### src/rtl/laser_tx_scheduler_if.sv
// laser_tx_scheduler_if: byte-queue read port between the transmit scheduler
// and the transmit byte queue.
//   q_data  - queue head byte, valid whenever q_empty is low
//   q_size  - number of bytes currently queued (unsigned)
//   q_empty - queue empty flag
//   q_read  - one-cycle pop strobe, driven only by the scheduler
// Modports: master = scheduler side, slave = queue side.
interface laser_tx_scheduler_if;
  logic [7:0] q_data;
  logic [7:0] q_size;
  logic       q_empty;
  logic       q_read;

  modport master (
    input  q_data,
    input  q_size,
    input  q_empty,
    output q_read
  );

  modport slave (
    output q_data,
    output q_size,
    output q_empty,
    input  q_read
  );
endinterface

### src/rtl/laser_tx_scheduler.sv
// laser_tx_scheduler: drains the transmit byte queue and serialises one packet
// onto the laser line once a full packet's worth of bytes is queued.
// Packet = preamble frame, PACKET_BYTES payload frames, XOR checksum frame,
// then GAP_BITS idle bit times. Each frame is start 0, 8 data bits LSB first,
// stop 1, every bit held CLKS_PER_BIT cycles, preceded by one LOAD cycle.
// Ports:
//   clock     - system clock, rising edge
//   reset_n   - asynchronous active-low reset
//   enable    - permits a new packet to start (only looked at in IDLE)
//   qif       - queue read port (q_data/q_size/q_empty in, q_read out)
//   laser_out - registered laser line, idle level 1
//   busy      - high in every state except IDLE
//   done      - one-cycle pulse when a packet completes normally
//   underrun  - one-cycle pulse when a packet is aborted on an empty queue
// Parameter limits: CLKS_PER_BIT >= 2, PACKET_BYTES 1..64, GAP_BITS >= 1.
module laser_tx_scheduler #(
  parameter int         CLKS_PER_BIT = 4,
  parameter int         PACKET_BYTES = 8,
  parameter int         GAP_BITS     = 4,
  parameter logic [7:0] PREAMBLE     = 8'hA5
) (
  input  logic                 clock,
  input  logic                 reset_n,
  input  logic                 enable,
  laser_tx_scheduler_if.master qif,
  output logic                 laser_out,
  output logic                 busy,
  output logic                 done,
  output logic                 underrun
);

  localparam logic [1:0] ST_IDLE = 2'd0;
  localparam logic [1:0] ST_LOAD = 2'd1;
  localparam logic [1:0] ST_SEND = 2'd2;
  localparam logic [1:0] ST_GAP  = 2'd3;

  localparam int                CLK_W      = $clog2(CLKS_PER_BIT);
  localparam logic [CLK_W-1:0]  CLK_LAST   = CLK_W'(CLKS_PER_BIT - 1);
  localparam int                GAP_CYCLES = GAP_BITS * CLKS_PER_BIT;
  localparam int                GAP_W      = $clog2(GAP_CYCLES + 1);
  localparam logic [GAP_W-1:0]  GAP_LAST   = GAP_W'(GAP_CYCLES - 1);
  localparam logic [6:0]        IDX_CHK    = 7'(PACKET_BYTES + 1);
  localparam logic [7:0]        NEED_BYTES = 8'(PACKET_BYTES);

  // Running checksum update: plain XOR fold of one payload byte.
  function automatic logic [7:0] xor_accum(input logic [7:0] acc, input logic [7:0] data);
    return acc ^ data;
  endfunction

  logic [1:0]       state_r;
  logic [6:0]       idx_r;       // frame index within packet: 0 preamble, 1..N payload, N+1 checksum
  logic [7:0]       chk_r;
  logic [8:0]       shreg_r;     // frame bits still to send after the start bit: data LSB first, then stop
  logic [CLK_W-1:0] clk_cnt_r;
  logic [3:0]       bit_cnt_r;
  logic [GAP_W-1:0] gap_cnt_r;
  logic             aborted_r;
  logic             laser_r;
  logic             busy_r;
  logic             done_r;
  logic             underrun_r;

  logic             start_s;
  logic             idx_is_pre_s;
  logic             idx_is_chk_s;
  logic             idx_is_pay_s;
  logic [7:0]       frame_byte_s;

  assign start_s      = enable && (qif.q_size >= NEED_BYTES);
  assign idx_is_pre_s = (idx_r == 7'd0);
  assign idx_is_chk_s = (idx_r == IDX_CHK);
  assign idx_is_pay_s = !idx_is_pre_s && !idx_is_chk_s;

  // The pop must coincide with the LOAD cycle that samples q_data, so the
  // strobe is decoded from registered state rather than registered itself.
  assign qif.q_read = (state_r == ST_LOAD) && idx_is_pay_s && !qif.q_empty;

  assign laser_out = laser_r;
  assign busy      = busy_r;
  assign done      = done_r;
  assign underrun  = underrun_r;

  // Selects the byte carried by the frame about to be loaded.
  always_comb begin
    frame_byte_s = PREAMBLE;
    if (idx_is_pre_s) begin
      frame_byte_s = PREAMBLE;
    end else if (idx_is_chk_s) begin
      frame_byte_s = chk_r;
    end else begin
      frame_byte_s = qif.q_data;
    end
  end

  // Packet sequencer: state, counters, shift register and registered outputs.
  always_ff @(posedge clock or negedge reset_n) begin
    if (!reset_n) begin
      state_r    <= ST_IDLE;
      idx_r      <= 7'd0;
      chk_r      <= 8'h00;
      shreg_r    <= 9'h1FF;
      clk_cnt_r  <= '0;
      bit_cnt_r  <= 4'd0;
      gap_cnt_r  <= '0;
      aborted_r  <= 1'b0;
      laser_r    <= 1'b1;
      busy_r     <= 1'b0;
      done_r     <= 1'b0;
      underrun_r <= 1'b0;
    end else begin
      done_r     <= 1'b0;
      underrun_r <= 1'b0;
      case (state_r)
        ST_IDLE: begin
          laser_r <= 1'b1;
          if (start_s) begin
            state_r   <= ST_LOAD;
            busy_r    <= 1'b1;
            idx_r     <= 7'd0;
            chk_r     <= 8'h00;
            aborted_r <= 1'b0;
          end
        end
        ST_LOAD: begin
          clk_cnt_r <= '0;
          bit_cnt_r <= 4'd0;
          if (idx_is_pay_s && qif.q_empty) begin
            // Queue ran dry mid-packet: drop the rest, no checksum frame.
            state_r    <= ST_GAP;
            gap_cnt_r  <= '0;
            aborted_r  <= 1'b1;
            underrun_r <= 1'b1;
            laser_r    <= 1'b1;
          end else begin
            state_r <= ST_SEND;
            shreg_r <= {1'b1, frame_byte_s};
            laser_r <= 1'b0;  // start bit goes out with the first SEND cycle
            if (idx_is_pay_s) begin
              chk_r <= xor_accum(chk_r, qif.q_data);
            end
          end
        end
        ST_SEND: begin
          if (clk_cnt_r == CLK_LAST) begin
            clk_cnt_r <= '0;
            if (bit_cnt_r == 4'd9) begin
              laser_r   <= 1'b1;
              idx_r     <= idx_r + 7'd1;
              bit_cnt_r <= 4'd0;
              if (idx_is_chk_s) begin
                state_r   <= ST_GAP;
                gap_cnt_r <= '0;
              end else begin
                state_r <= ST_LOAD;
              end
            end else begin
              bit_cnt_r <= bit_cnt_r + 4'd1;
              laser_r   <= shreg_r[0];
              shreg_r   <= {1'b1, shreg_r[8:1]};
            end
          end else begin
            clk_cnt_r <= clk_cnt_r + CLK_W'(1);
          end
        end
        ST_GAP: begin
          laser_r <= 1'b1;
          if (gap_cnt_r == GAP_LAST) begin
            state_r   <= ST_IDLE;
            busy_r    <= 1'b0;
            done_r    <= !aborted_r;
            gap_cnt_r <= '0;
          end else begin
            gap_cnt_r <= gap_cnt_r + GAP_W'(1);
          end
        end
        default: begin
          state_r <= ST_IDLE;
          busy_r  <= 1'b0;
          laser_r <= 1'b1;
        end
      endcase
    end
  end

endmodule

### src/flat_wrapper.sv
// flat-port wrapper written by rule: the top's interface ports become plain ports
module laser_tx_scheduler_flat 
#(
  parameter int         CLKS_PER_BIT = 4,
  parameter int         PACKET_BYTES = 8,
  parameter int         GAP_BITS     = 4,
  parameter logic [7:0] PREAMBLE     = 8'hA5
)
  (clock, reset_n, enable, laser_out, busy, done, underrun, qif_q_data, qif_q_size, qif_q_empty, qif_q_read);
  laser_tx_scheduler_if qif_i ();
  input  logic clock;
  input  logic reset_n;
  input  logic enable;
  output logic laser_out;
  output logic busy;
  output logic done;
  output logic underrun;
  input wire logic [$bits(qif_i.q_data)-1:0] qif_q_data;
  input wire logic [$bits(qif_i.q_size)-1:0] qif_q_size;
  input wire logic [$bits(qif_i.q_empty)-1:0] qif_q_empty;
  output wire logic [$bits(qif_i.q_read)-1:0] qif_q_read;
  assign qif_i.q_data = qif_q_data;
  assign qif_i.q_size = qif_q_size;
  assign qif_i.q_empty = qif_q_empty;
  assign qif_q_read = qif_i.q_read;
  laser_tx_scheduler #(.CLKS_PER_BIT(CLKS_PER_BIT), .PACKET_BYTES(PACKET_BYTES), .GAP_BITS(GAP_BITS), .PREAMBLE(PREAMBLE)) u_core (.clock(clock), .reset_n(reset_n), .enable(enable), .qif(qif_i), .laser_out(laser_out), .busy(busy), .done(done), .underrun(underrun));
endmodule
### config.mk
export PLATFORM = sky130hd
export DESIGN_NAME = laser_tx_scheduler_flat
export DESIGN_NICKNAME = d
export VERILOG_FILES = /design/src/rtl/laser_tx_scheduler_if.sv /design/src/rtl/laser_tx_scheduler.sv /design/src/flat_wrapper.sv
export SDC_FILE = /design/constraint.sdc
export NUM_CORES = 1
export LEC_CHECK = 0
export ABC_AREA = 1
export CORE_MARGIN = 4
export CORE_UTILIZATION = 45
export DETAILED_ROUTE_END_ITERATION = 10
export PLACE_DENSITY_LB_ADDON = 0.2
export RECOVER_POWER = 50
export SLEW_MARGIN = 15
export SYNTH_ARGS = -nofsm -noshare
export SYNTH_HDL_FRONTEND = slang
export SYNTH_SLANG_ARGS = --single-unit
### constraint.sdc
create_clock -name clock -period 4.8 [get_ports clock]
set_input_delay 0.96 -clock clock [delete_from_list [all_inputs] [get_ports clock]]
set_output_delay 0.96 -clock clock [all_outputs]
set_load 0.05 [all_outputs]
==> flow_summary.yaml, run 1 <==
sta:
  finalHoldViolations: 0
  post-route-period-util_pct: 72.63
  max-slew-margin-rel_pct: -45.77
  setup_viol: 0
  finalClockSkew_ns: 0.009710
  fmax_ghz: 0.2868
  layout_min_cycle_time_ns: 3.486
  worstMarginPinSlew_ns: 2.187
  whs_ns: 0.4378
  maxSlewViolCount: 42
  rsz0062_at_grt: "false"
  finalSetupTns_ns: 0
cts:
  ctsResizeCount: 0
  cts_buffer_depth: 2
  clock_sinks: 41
  post-cts-setup-buffers: 0
  worstSkewPairLatency_ns: 0.30
  cts.clk_slew.worst_paths_ns: 0.09
  cts_hold_buf: 0
  clock-root-buffer: "clkbuf_8"
  htreeDepth: 2
  cts_tree: "yes"
  cts_buffers: 5
run:
  cap_viol_max_count: 1
min_path:
  hold_class: "flip-flop to flip-flop"
layout:
  layout_common_cells: "nand2_1, inv_1, nand3_1"
  finalInstanceArea_um2: 2953
  final_common_cell: "nand2_1"
  nets: 397
  syn_to_final_growth_pct: 14.62
  diodes: 0
  drive_above_1_share_pct: 12.81
  fillCellCount: 547
worst_setup_path:
  slowest_delay_ns: 0.82
  endpoint_kind: "output port"
  crit_slowest_cell: "clkdlybuf4s50_1"
  crit_buf_inv: 3
  arrival_ns: 2.53
  critical-path-top-delay-family: "buffers and inverters"
  crit_top_cell: "clkdlybuf4s50_1"
  path_max_fanout: 3
  path_class: "primary input to output port"
  required_ns: 3.84
  cp_cell_sequence: "clkdlybuf4s50_1, inv_1, nand2_2, nor2_1, clkdlybuf4s50_1"
  worst_setup_path_start_kind: "primary input"
routing:
  drt-total-wl_um: 5138
  post_drt_wl_per_cell_um: 11.70
  via_per_inst: 4.786
  via_count: 2101
  drc_errors: 0
  drtPass1Iterations: 4
  drt-initial-drc-count: 99
  antenna_left: 0
placed_design:
  io_buffer_count: 21
  routabilityCongestion: 0.8357
  placed_cell_area_um2: 2841
  dp_hpwl_um: 3727
synth:
  synth_fa_ha_area_share_pct: 5.342
  ys.warnings.count: 0
  ys_types: 33
  synth_xor_xnor_area_share_pct: 4.760
  synth_fp_nets: 373
  avgSynthCellArea_um2: 7.533
  synth-compound-area-share_pct: 4.177
  synth-simple-area-share_pct: 38.13
  synth_top_family_by_area: "simple AND/OR/NAND/NOR gates"
  synthMuxAreaShare_pct: 0
  synth_seq_area_share_pct: 40.26
  netlist_area_um2: 2576
  netlist_instances: 342
  synth_seq_cells: 41
floorplan:
  num_rows: 27
  initial_core_util_pct: 46.50
  fp.dieH_um: 83.67
  die_area_um2: 7000
  ioPinCount: 25
  core_area_um2: 5540
  die_w_um: 83.67
power:
  sw_frac_of_total_pct: 45.47
  internal-power_uw: 893.3
  powerDensity_nw_per_um2: 554.8
  power.share.combinational_pct: 49.1
  power.share.clock_pct: 17.6
  p_seq_share_pct: 33.4
  power_mw: 1.638
  max-vdd-ir-drop_uv: 235.5
  p_leak_nw: 1.474
  p_sw_uw: 744.9
status:
  violations: "capacitance limit, slew limit"
  status: "finished with violations"
global_routing:
  grt_pass1_wl_um: 9549
  grt_usage_pct: 16.46
  first_global_vias: 2110
  antenna_found_initial: 0
  grt_max_degree: 42
  gr-total-overflow: 0
-- worst register-to-register path: stages, from the launching register on --
cell	delay (ns)
dfrtp_1	0.44
inv_1	0.10
ha_1	0.70
inv_6	0.15
nor2_8	0.15
inv_2	0.07
nand2_2	0.11
inv_1	0.05
nand2_1	0.10
inv_2	0.07
nand2_2	0.17
inv_1	0.08
nand2_1	0.07
nand2_1	0.05
-- power by group through the flow --
stage / clock network [mW] / registers (mW) / logic [mW]
2_1_floorplan: 0 / 0.558 / 0.631
6_report: 0.288 / 0.547 / 0.804
3_5_place_dp: 0 / 0.553 / 0.816
3_3_place_gp: 0 / 0.550 / 0.799
5_1_grt: 0.310 / 0.564 / 0.937
4_1_cts: 0.294 / 0.547 / 0.816
-- final timing paths --
| check | from | to | slack, ns | cells after the start |
|---|---|---|---|---|
| max in group asynchronous | reset_n | u_core.idx_r[3] | 2.26 | 1 |
| setup reg to reg | u_core.state_r[0] | u_core.idx_r[6] | 2.39 | 13 |
| hold reg to reg | u_core.aborted_r | u_core.done | 0.44 | 1 |
| min in group asynchronous | reset_n | u_core.clk_cnt_r[1] | 1.30 | 1 |
| hold / removal | u_core.aborted_r | u_core.done | 0.44 | 1 |
| setup / recovery | qif_q_empty | qif_q_read | 1.31 | 5 |
-- per-stage QoR --
step | utilization (%) | setup slack [ns] | std cells
floorplan | - | 2.071 | 342
global placement | 51.29 | 1.296 | 431
detailed placement | 51.29 | 1.298 | 431
CTS | 53.36 | 1.296 | 439
global route | 53.30 | 1.249 | 439
finish | 53.30 | 1.314 | 439
-- final cells by class --
| type | count | area (um2) | area share (%) |
|---|---|---|---|
| inverter | 41 | 158.9 | 5.381 |
| tap | 72 | 90.09 | 3.051 |
| sequential | 41 | 1037 | 35.13 |
| clock buffer | 5 | 68.82 | 2.331 |
| timing repair buffer | 21 | 203.9 | 6.907 |
| clock inverter | 3 | 46.29 | 1.568 |
| multi-input combinational | 256 | 1348 | 45.64 |
-- kinds of logic after synthesis --
| family | count (synthesis) |
|---|---|
| adder cells (fa/ha/maj) | 11 |
| AO/OA/AOI/OAI | 17 |
| buffers and inverters | 45 |
| flip-flops | 41 |
| AND/OR/NAND/NOR | 214 |
| XOR/XNOR | 14 |
-- state kept, by name, summed over array words and instances, names as in the netlist, 2 cells and up --
register,cells
u_core.gap_cnt_r,5
u_core.idx_r,7
u_core.chk_r,8
u_core.state_r,2
u_core.clk_cnt_r,2
u_core.shreg_r,8
u_core.bit_cnt_r,4
-- synth_stat cells (all sizes together) --
| library cell | count | area share, % |
|---|---|---|
| dfrtp | 32 | 31 |
| ha | 11 | 5.3 |
| clkbuf | 2 | 0.29 |
| nor2 | 30 | 6.2 |
| nand3 | 37 | 7.9 |
| nand2 | 135 | 21 |
| nand4 | 2 | 0.49 |
| o22ai | 1 | 0.24 |
| a21oi | 3 | 1.2 |
| nor3 | 4 | 0.78 |
| nor3b | 1 | 0.29 |
| o211ai | 1 | 0.29 |
| dfstp | 9 | 9.2 |
| xor2 | 6 | 2.0 |
| buf | 2 | 0.87 |
| o21ai | 12 | 2.5 |
| or2 | 4 | 0.97 |
| xnor2 | 8 | 2.7 |
| inv | 41 | 6.2 |
| nand3b | 1 | 0.29 |
-- per-layer routing --
| metal | GRT usage, % | part of all wire (%) |
|---|---|---|
| met3 | 3.258 | 3.3 |
| met2 | 28.05 | 47 |
| met4 | 3.947 | 1.1 |
| met5 | 0 | 0 |
| met1 | 21.44 | 49 |
No activity file was read; power rests on OpenSTA's default activity.
==> run 2, diff against run 1 <==
==> constraint.sdc (replaced) <==
create_clock -name clock -period 3.5 [get_ports clock]
set_input_delay 0.7 -clock clock [delete_from_list [all_inputs] [get_ports clock]]
set_output_delay 0.7 -clock clock [all_outputs]
set_load 0.05 [all_outputs]
==> run 2 against run 1 <==
Effect of this change: register-to-register slack got worse by 1.3 ns; largest cell class unchanged; largest power group unchanged; count of clock-buffer cells in the layout is 2 higher; worst setup slack got worse by 0.89 ns; the flow still finishes with violations (capacitance limit, slew limit); final area is 0.25% higher; hold slack improved by 0.0023 ns; clock skew fell by 0.0037 ns.
==> flow_summary.yaml, run 2 (same netlist as run 1, synthesis figures left out) <==
status:
  status: "finished with violations"
  violations: "capacitance limit, slew limit"
power:
  powerDensity_nw_per_um2: 762.9
  power.share.clock_pct: 17.6
  internal-power_mw: 1.248
  p_leak_nw: 1.480
  power.share.combinational_pct: 49.1
  max-vdd-ir-drop_uv: 429.9
  p_sw_mw: 1.011
  p_seq_share_pct: 33.3
  sw_frac_of_total_pct: 44.76
min_path:
  hold_class: "flip-flop to flip-flop"
  hp-start: "u_core.aborted_r"
  worstHoldEndpoint: "u_core.done"
  holdPathStages: 1
sta:
  maxSlewViolCount: 42
  finalHoldViolations: 0
  layout_min_cycle_time_ns: 3.076
  finalSetupTns_ns: 0
  worstMarginPinSlew_ns: 2.166
  max-slew-margin-rel_pct: -44.41
  post-route-period-util_pct: 87.89
  setup_viol: 0
  finalClockSkew_ns: 0.006011
  whs_ns: 0.4400
  rsz0062_at_grt: "false"
  fmax_ghz: 0.3251
cts:
  clock_sinks: 41
  clock-root-buffer: "clkbuf_8"
  ctsResizeCount: 0
  worstSkewPairLatency_ns: 0.29
  cts_buffers: 5
  htreeDepth: 2
  post-cts-setup-buffers: 0
  cts.clk_slew.worst_paths_ns: 0.08
  cts_buffer_depth: 2
  cts_tree: "yes"
  cts_hold_buf: 0
layout:
  diodes: 0
  fillCellCount: 562
  nets: 398
  drive_above_1_share_pct: 13.04
  top_regs: "u_core.chk_r (8), u_core.shreg_r (8), u_core.idx_r (7)"
  layout_common_cells: "nand2_1, inv_1, nand3_1"
  seq_area_um2: 1037
  syn_to_final_growth_pct: 14.91
  final_common_cell: "nand2_1"
  multi_input_area_um2: 1350
floorplan:
  fp.dieH_um: 83.67
  ioPinCount: 25
  core_area_um2: 5540
  die_area_um2: 7000
  initial_core_util_pct: 46.50
  die_w_um: 83.67
  num_rows: 27
worst_setup_path:
  endpoint_kind: "output port"
  r2r_setup_slack_ns: 1.13
  r2r-start: "u_core.state_r[0]"
  crit_slowest_cell: "clkdlybuf4s50_1"
  path_class: "flip-flop to output port"
  reg2reg_depth: 13
  crit_buf_inv: 3
  required_ns: 2.80
  path_max_fanout: 14
  cp_cell_sequence: "inv_1, ha_1, inv_2, nor2_1, clkdlybuf4s50_1"
  r2r_end: "u_core.idx_r[6]"
  critical-path-top-delay-family: "buffers and inverters"
  worst_setup_path_start_kind: "flip-flop"
  arrival_ns: 2.38
  slowest_delay_ns: 0.82
routing:
  via_per_inst: 4.732
  via_count: 2082
  drt-total-wl_um: 5125
  drtPass1Iterations: 4
  post_drt_wl_per_cell_um: 11.65
  drc_errors: 0
  drt-initial-drc-count: 73
  antenna_left: 0
global_routing:
  grt_usage_pct: 16.74
  grt_pass1_wl_um: 9687
  grt_max_degree: 42
  first_global_vias: 2197
  gr-total-overflow: 0
  antenna_found_initial: 0
placed_design:
  io_buffer_count: 21
  dp_hpwl_um: 3695
  routabilityCongestion: 0.8197
run:
  cap_viol_max_count: 1
-- run 2: changes by cell type in the layout (fill, tap and decap cells not counted), sizes merged --
cell | before | now
buf | 0 | 1
clkinv | 1 | 0
inv | 41 | 40
clkbuf | 6 | 8
-- run 2: worst reg2reg max path: stages, from the launching register on --
cell and delay, ns:
dfrtp_1 0.44, inv_1 0.10, ha_1 0.23, clkinvlp_2 0.47
nor2_8 0.27, inv_2 0.08, nand2_2 0.12, inv_1 0.05
nand2_1 0.11, inv_2 0.07, nand2_2 0.16, inv_1 0.08
nand2_1 0.06, nand2_1 0.04
-- run 2: metal layers --
metal	part of all wire, %	routed length [um]	GRT usage (%)
met4	1.3	68	5.117
met3	3.6	184	3.751
met1	48	2454	20.10
met2	47	2417	29.65
met5	0	0	0
-- run 2: area by class of cell --
type	instances	area share, %
Timing Repair Buffer	22	7.143
Multi-Input combinational cell	256	45.60
Inverter	41	5.241
Clock inverter	1	1.014
Clock buffer	7	2.916
Sequential cell	41	35.04
Tap cell	72	3.043
-- run 2: metrics by stage --
stage                     power (mW)  util, %  setup slack [ns]  std cells  cell area (um2)
after floorplan                1.631        -             1.031        342             2576
after global placement         1.854    51.42            0.5166        432             2849
after detailed placement       1.884    51.42            0.5171        432             2849
after CTS                      2.299    53.52            0.3795        440             2965
after global routing           2.493    53.43            0.2864        440             2960
final                          2.259    53.43            0.4239        440             2960
-- run 2: worst max path at each step --
stage	from	endpoint	slack, ns	cells past startpoint
after CTS	u_core.state_r[1]	qif_q_read	0.38	5
after detailed placement	qif_q_empty	qif_q_read	0.52	5
after global routing	u_core.state_r[1]	qif_q_read	0.29	5
after floorplan	u_core.state_r[1]	qif_q_read	1.03	5
final	u_core.state_r[1]	qif_q_read	0.42	5
after global placement	qif_q_empty	qif_q_read	0.52	5
-- run 2: power groups by stage --
stage               logic [mW]  registers [mW]  clock network [mW]
finish                    1.11           0.752               0.397
global route              1.29           0.777               0.429
floorplan                0.865           0.766                   0
global placement          1.10           0.755                   0
detailed placement        1.12           0.762                   0
CTS                       1.13           0.754               0.414
==> RTL edit 1: new RTL, config.mk and constraints of run 2 <==
`CLKS_PER_BIT` is set to 4 in 2 places; all go to 8.
--- a/src/rtl/laser_tx_scheduler.sv
+++ b/src/rtl/laser_tx_scheduler.sv
@@ -16,3 +16,3 @@
 module laser_tx_scheduler #(
-  parameter int         CLKS_PER_BIT = 4,
+  parameter int         CLKS_PER_BIT = 8,
   parameter int         PACKET_BYTES = 8,
--- a/src/flat_wrapper.sv
+++ b/src/flat_wrapper.sv
@@ -3,3 +3,3 @@
 #(
-  parameter int         CLKS_PER_BIT = 4,
+  parameter int         CLKS_PER_BIT = 8,
   parameter int         PACKET_BYTES = 8,
Function: changed (a bounded check fails within 10 cycles, from zero or initial values and one cycle with reset_n low).
==> RTL edit 1 against run 2 <==
  * The run still ends with capacitance limit, slew limit left
  * Die area grew 2.3%
  * Design area grew 2.5%
  * Final cell count grew 0.91%
  * Setup slack gained 0.037 ns
  * Largest cell class unchanged
  * Critical path type unchanged
  * Sequential cell count grew 2
  * Wire length grew 5.6%
  * Total power grew 0.31%
  * Area after synthesis grew 2.5%
==> RTL edit 1: results (changes against run 2) <==
----------------------------------------------------
[Min path]
  Hold Path Class ... flip-flop to flip-flop

[Routing]
  Final routed wire length divided by cell count ... 12.19 µm (+4.7%)
  Met2 WL ... 2.565 mm (+6.1%)
  Drt first-iter violations ... 63 (-14%)
  Met3 wirelength from detailed routing ... 159 µm (-14%)
  Overall routed net length ... 5.413 mm (+5.6%)
  Detail-routed via count per cell ... 4.858 (+2.7%)
  WL met1 ... 2.638 mm (+7.5%)

[Global route]
  Via count of the first global-routing pass ... 2068 (-5.9%)
  Largest net degree at the start of global routing ... 44 (+4.8%)
  Overall fraction of global-route tracks in use ... 15.91% (-0.82 points)
  Met1 usage in global routing ... 20.81% (+0.71 points)
  Met3 track demand over resource in global routing ... 3.337% (-0.41 points)
  Global Route met2 Usage ... 26.69% (-3.0 points)
  First-pass GRT wire length ... 9.377 mm (-3.2%)

[STA]
  Worst hold slack ... 0.4352 ns (-0.004785 ns)
  Clock skew ... 0.01012 ns (+0.004107 ns)
  Minimum clock period after layout ... 3.039 ns (-0.03746 ns)
  Final max-slew violation count ... 44 (+4.8%)

[Flow run]
  Count of max-cap constraint violations ... 1 (unchanged)

[Yosys]
  Most instantiated cells after synthesis ... nand2_1 (122), nand3_1 (37), dfrtp_1 (34), inv_1 (34), nor2_1 (26)
  Dominant cells by area after synthesis ... dfrtp_1 (32%), nand2_1 (17%), dfstp_2 (9.0%)
  Share of the yosys chip area belonging to registers ... 41.17% (+0.90 points)
  Most common flop cell mapped by yosys ... dfrtp_1
  Synthesized net count ... 378 (+1.3%)
  Cell count after synthesis ... 346 (+1.2%)

[Pwr]
  Total internal power ... 1.254 mW (+0.50%)
  Part of the power in combinational logic ... 48.1% (-1.0 points)
  Maximum ir drop on the vdd rail ... 0.0004824 V (+12%)
  Power of the clock network ... 0.404 mW (+2%)
  Lkg Pwr ... 1.475 nW (-0.30%)

[Final layout]
  Layout cells sized above 1 ... 11.29% (-1.8 points)
  Net total in the final layout ... 403 (+1.3%)

[Placement]
  Worst setup slack before clock tree synthesis ... 0.5585 ns (+0.04141 ns)
  Cell area after placement ... 2918 µm² (+2.4%)
  Final weighted congestion of routability-driven global placement ... 0.7687 (-6.2%)
  # placed instances ... 436 (+0.93%)
  HPWL after detailed placement ... 3.897 mm (+5.5%)

[Worst setup path]
  Worst r2r path cells ... 10 (-3)
  Largest fanout of any net on the critical path ... 13 (-1)
  Reg2reg setup slack ... 1.31 ns (+0.18 ns)
  Data arrival at the endpoint of the critical path ... 2.34 ns (-0.04 ns)
  Reg2Reg Capture Point ... u_core.shreg_r[4]$_DFFE_PN1P_
  Launching point of the worst reg2reg path ... u_core.state_r[1]$_DFFE_PN0P_

[Run status]
  Result of the run ... finished, violations left
  Violations in the final reports ... capacitance limit, slew limit

----------------------------------------------------
==> RTL edit 1: cell count changes in the layout (fill, tap and decap cells not counted), sizes merged, moves of 2 or more <==
cell	change
dfrtp	+2
nand2	-6
clkinv	+2
nand3	+3
a21oi	+3
inv	-4
o21ai	+6
==> RTL edit 1: kinds of logic (layout without fill, tap and decap cells) <==
logic type	Yosys count	after routing	synth area share (%)
AOI/OAI and AO/OA	25	25	6.064
adders and majority gates	12	12	5.684
DFF	43	43	41.17
xor gates and xnor gates	15	15	4.974
buffers and inverters	41	67	6.348
and+or+nand+nor	210	210	35.76
==> RTL edit 1: final cells by class <==
type	count	area, µm²
fillers	565	2574
multi-input cells	262	1386
flip-flops and latches	43	1087
repair buffers	22	211.5
inverters	37	141.4
well taps	72	90.09
clock buffers	6	82.58
clock inverters	2	35.03
==> RTL edit 1: worst max-delay path, cell delays in order, from the launching register on <==
cell	delay, ns
dfrtp_1	0.42
inv_1	0.14
ha_1	0.33
inv_2	0.19
nor2_1	0.16
clkdlybuf4s50_1	0.81
==> RTL edit 2: new RTL, settings of run 2 <==
Without the edit above. Make the reset (`reset_n`) synchronous in one clocked block. Comments in the files are not updated.
--- a/src/rtl/laser_tx_scheduler.sv
+++ b/src/rtl/laser_tx_scheduler.sv
@@ -95,3 +95,3 @@
   // Packet sequencer: state, counters, shift register and registered outputs.
-  always_ff @(posedge clock or negedge reset_n) begin
+  always_ff @(posedge clock) begin
     if (!reset_n) begin
Formal check against the unedited RTL: differs if reset_n is asserted again (counterexample within 4 cycles, from zero or initial values and one cycle with reset_n low); with reset_n held inactive, the same outputs for 10 cycles.
==> RTL edit 2 against run 2 <==
  * Register-to-register slack got worse by 0.45 ns
  * Hold slack lost 0.0085 ns
  * Synthesized cell count down 2.0%
  * Design area shrank 7.6%
  * Sequential power down 19%
  * Total power fell by 17%
  * Critical path depth unchanged
  * Area after synthesis down 8.6%
  * Wire length shrank 1.7%
  * Final cell count down 1.8%
  * Global-route usage increased by 1.1 points
  * Sequential cell count is the same
  * Setup slack improved by 0.11 ns
==> RTL edit 2: results (changes against run 2) <==
----------------------------------------------------
[Run status]
  Result of the run ... complete, no violations

[Global route]
  Largest net degree at the start of global routing ... 19 (-55%)
  Initial antenna violation count ... 0 (unchanged)
  Overall fraction of global-route tracks in use ... 17.79% (+1.1 points)
  First-pass GRT wire length ... 9.259 mm (-4.4%)

[Clock tree]
  Number of hold-repair buffers added at the cts stage ... 0 (unchanged)
  Post-CTS sizing ... 0 (unchanged)
  Clock Latency Late Sink ... 0.29 ns (about the same)
  Buffer count from post-CTS setup fixing ... 0 (unchanged)
  CTS H-tree depth ... 2 (unchanged)
  Library cell used as clock root buffer ... clkbuf_8
  Register clock-pin slew on the reported worst setup and hold paths ... 0.08 ns (about the same)
  Buffer levels on the longest clock path ... 2 (unchanged)
  Total CTS buffers ... 5 (unchanged)

[Yosys]
  Count of distinct cell types in the synthesized netlist ... 34 (+3.0%)
  Most common flop cell mapped by yosys ... dfxtp_1
  Dominant cells by area after synthesis ... dfxtp_1 (35%), nand2_1 (12%), nand3_1 (7.2%)
  Ys async rst share ... 0% (-100 points)
  Count of synthesis-stage warnings from yosys ... 0 (unchanged)
  Share of the yosys chip area belonging to registers ... 34.86% (-5.4 points)
  Synthesized net count ... 367 (-1.6%)
  Most instantiated cells after synthesis ... nand2_1 (73), dfxtp_1 (41), nor2_1 (41), nand3_1 (34), inv_1 (32)

[Final layout]
  Largest registers in the final layout ... u_core.chk_r (8), u_core.shreg_r (8), u_core.idx_r (7)
  Layout cells sized above 1 ... 8.564% (-4.5 points)
  Net total in the final layout ... 393 (-1.3%)
  Antenna cell count ... 0 (unchanged)

[Placement]
  HPWL after detailed placement ... 3.706 mm (+0.31%)
  Port buffer count ... 21 (unchanged)
  Cell area after placement ... 2659 µm² (-6.7%)
  Worst setup slack before clock tree synthesis ... 0.5255 ns (+0.008382 ns)
  Final weighted congestion of routability-driven global placement ... 0.8040 (-1.9%)

[Worst setup path]
  Crit path largest cell delay ... slightly above 0.8 ns
  Data arrival at the endpoint of the critical path ... 2.26 ns (-0.12 ns)
  Crit-path slowest cell ... clkdlybuf4s50_1
  Largest fanout of any net on the critical path ... 3 (-11)

[Routing]
  Final routed wire length divided by cell count ... 11.66 µm (+0.12%)
  Routed via count ... 2127 (+2.2%)
  Detailed-routing iteration count for the pre-antenna-repair pass ... 4 (unchanged)
  Drt first-iter violations ... 114 (+56%)

[Pwr]
  Part of the power in combinational logic ... 46.2% (-2.9 points)
  Lkg Pwr ... 1.112 nW (-25%)
  Switch share ... 42.51% (-2.2 points)
  Maximum ir drop on the vdd rail ... 0.0003574 V (-17%)

[Min path]
  Hold Path Class ... flip-flop to flip-flop

[STA]
  Clock skew ... 0.007967 ns (+0.001955 ns)
  Worst max-slew margin expressed relative to the limit ... 45.78% (+90 points)
  Accumulated negative setup slack ... 0 ns (unchanged)

----------------------------------------------------
==> RTL edit 2: cell types whose count changed in the layout (fill, tap and decap cells not counted), moves of 5 or more <==
| cell | before | now |
|---|---|---|
| a21oi_1 | 1 | 23 |
| dfrtp_1 | 32 | 0 |
| dfstp_2 | 9 | 0 |
| dfxtp_1 | 0 | 41 |
| nand2_1 | 125 | 73 |
| nand4_1 | 2 | 7 |
| nor2_1 | 24 | 41 |
| o21ai_0 | 10 | 22 |
==> RTL edit 2: worst max-delay path: cells and delay by family <==
| kind | cells | cell delay [ns] |
|---|---|---|
| simple gates | 2 | 0.16 |
| buf+inv | 3 | 1.40 |
==> RTL edit 2: cell families (layout without fill, tap and decap cells) <==
logic type | count (synthesis) | in the layout | share of synthesized area [%]
DFF | 41 | 41 | 34.86
adders and majority gates | 12 | 12 | 6.376
AOI/OAI and AO/OA | 50 | 50 | 11.64
and+or+nand+nor | 176 | 176 | 35.12
xor gates and xnor gates | 12 | 12 | 4.463
buffers and inverters | 44 | 71 | 7.546
==> RTL edit 2: final cells by class <==
cell class / count / area [µm²]
tap: 70 / 87.58
multi-input combinational: 250 / 1333
timing repair buffer: 26 / 236.5
sequential: 41 / 820.8
fill: 512 / 2338
inverter: 37 / 142.6
clock buffer: 7 / 86.33
clock inverter: 1 / 30.03
==> RTL edit 2: per-layer routing <==
layer | vias up | global-route usage [%] | part of all wire [%]
met1 | 945 | 21.94 | 46
met5 | - | 0 | 0
met2 | 40 | 31.04 | 49
met3 | 5 | 4.036 | 4.5
li1 | 1137 | - | -
met4 | 0 | 4.561 | 0.95
==> RTL edit 2: metrics by stage <==
step	instances	util [%]	hold slack, ns
4_1_cts	432	54.68	0.4340
3_3_place_gp	424	52.39	0.4153
2_1_floorplan	335	-	0.4000
6_report	432	53.92	0.4315
5_1_grt	432	53.92	0.4520
3_5_place_dp	424	52.39	0.4223
==> RTL edit 2: worst paths after layout <==
path | startpoint | endpoint | slack (ns) | cells past startpoint
max | qif_q_empty | qif_q_read | 0.54 | 5
min | u_core.aborted_r$_SDFFE_PN0P_ | u_core.done$_SDFF_PN0_ | 0.43 | 1
max reg2reg | u_core.state_r[1]$_SDFFE_PN0P_ | u_core.shreg_r[7]$_SDFFE_PN1P_ | 0.68 | 9
min reg2reg | u_core.aborted_r$_SDFFE_PN0P_ | u_core.done$_SDFF_PN0_ | 0.43 | 1
==> RTL edit 2: power by group through the flow <==
stage / Combinational, mW / Clock [mW] / Sequential, mW
after floorplan: 0.669 / 0 / 0.641
after detailed placement: 0.896 / 0 / 0.620
final: 0.863 / 0.393 / 0.610
after global routing: 0.999 / 0.424 / 0.624
after CTS: 0.903 / 0.406 / 0.610
after global placement: 0.886 / 0 / 0.619
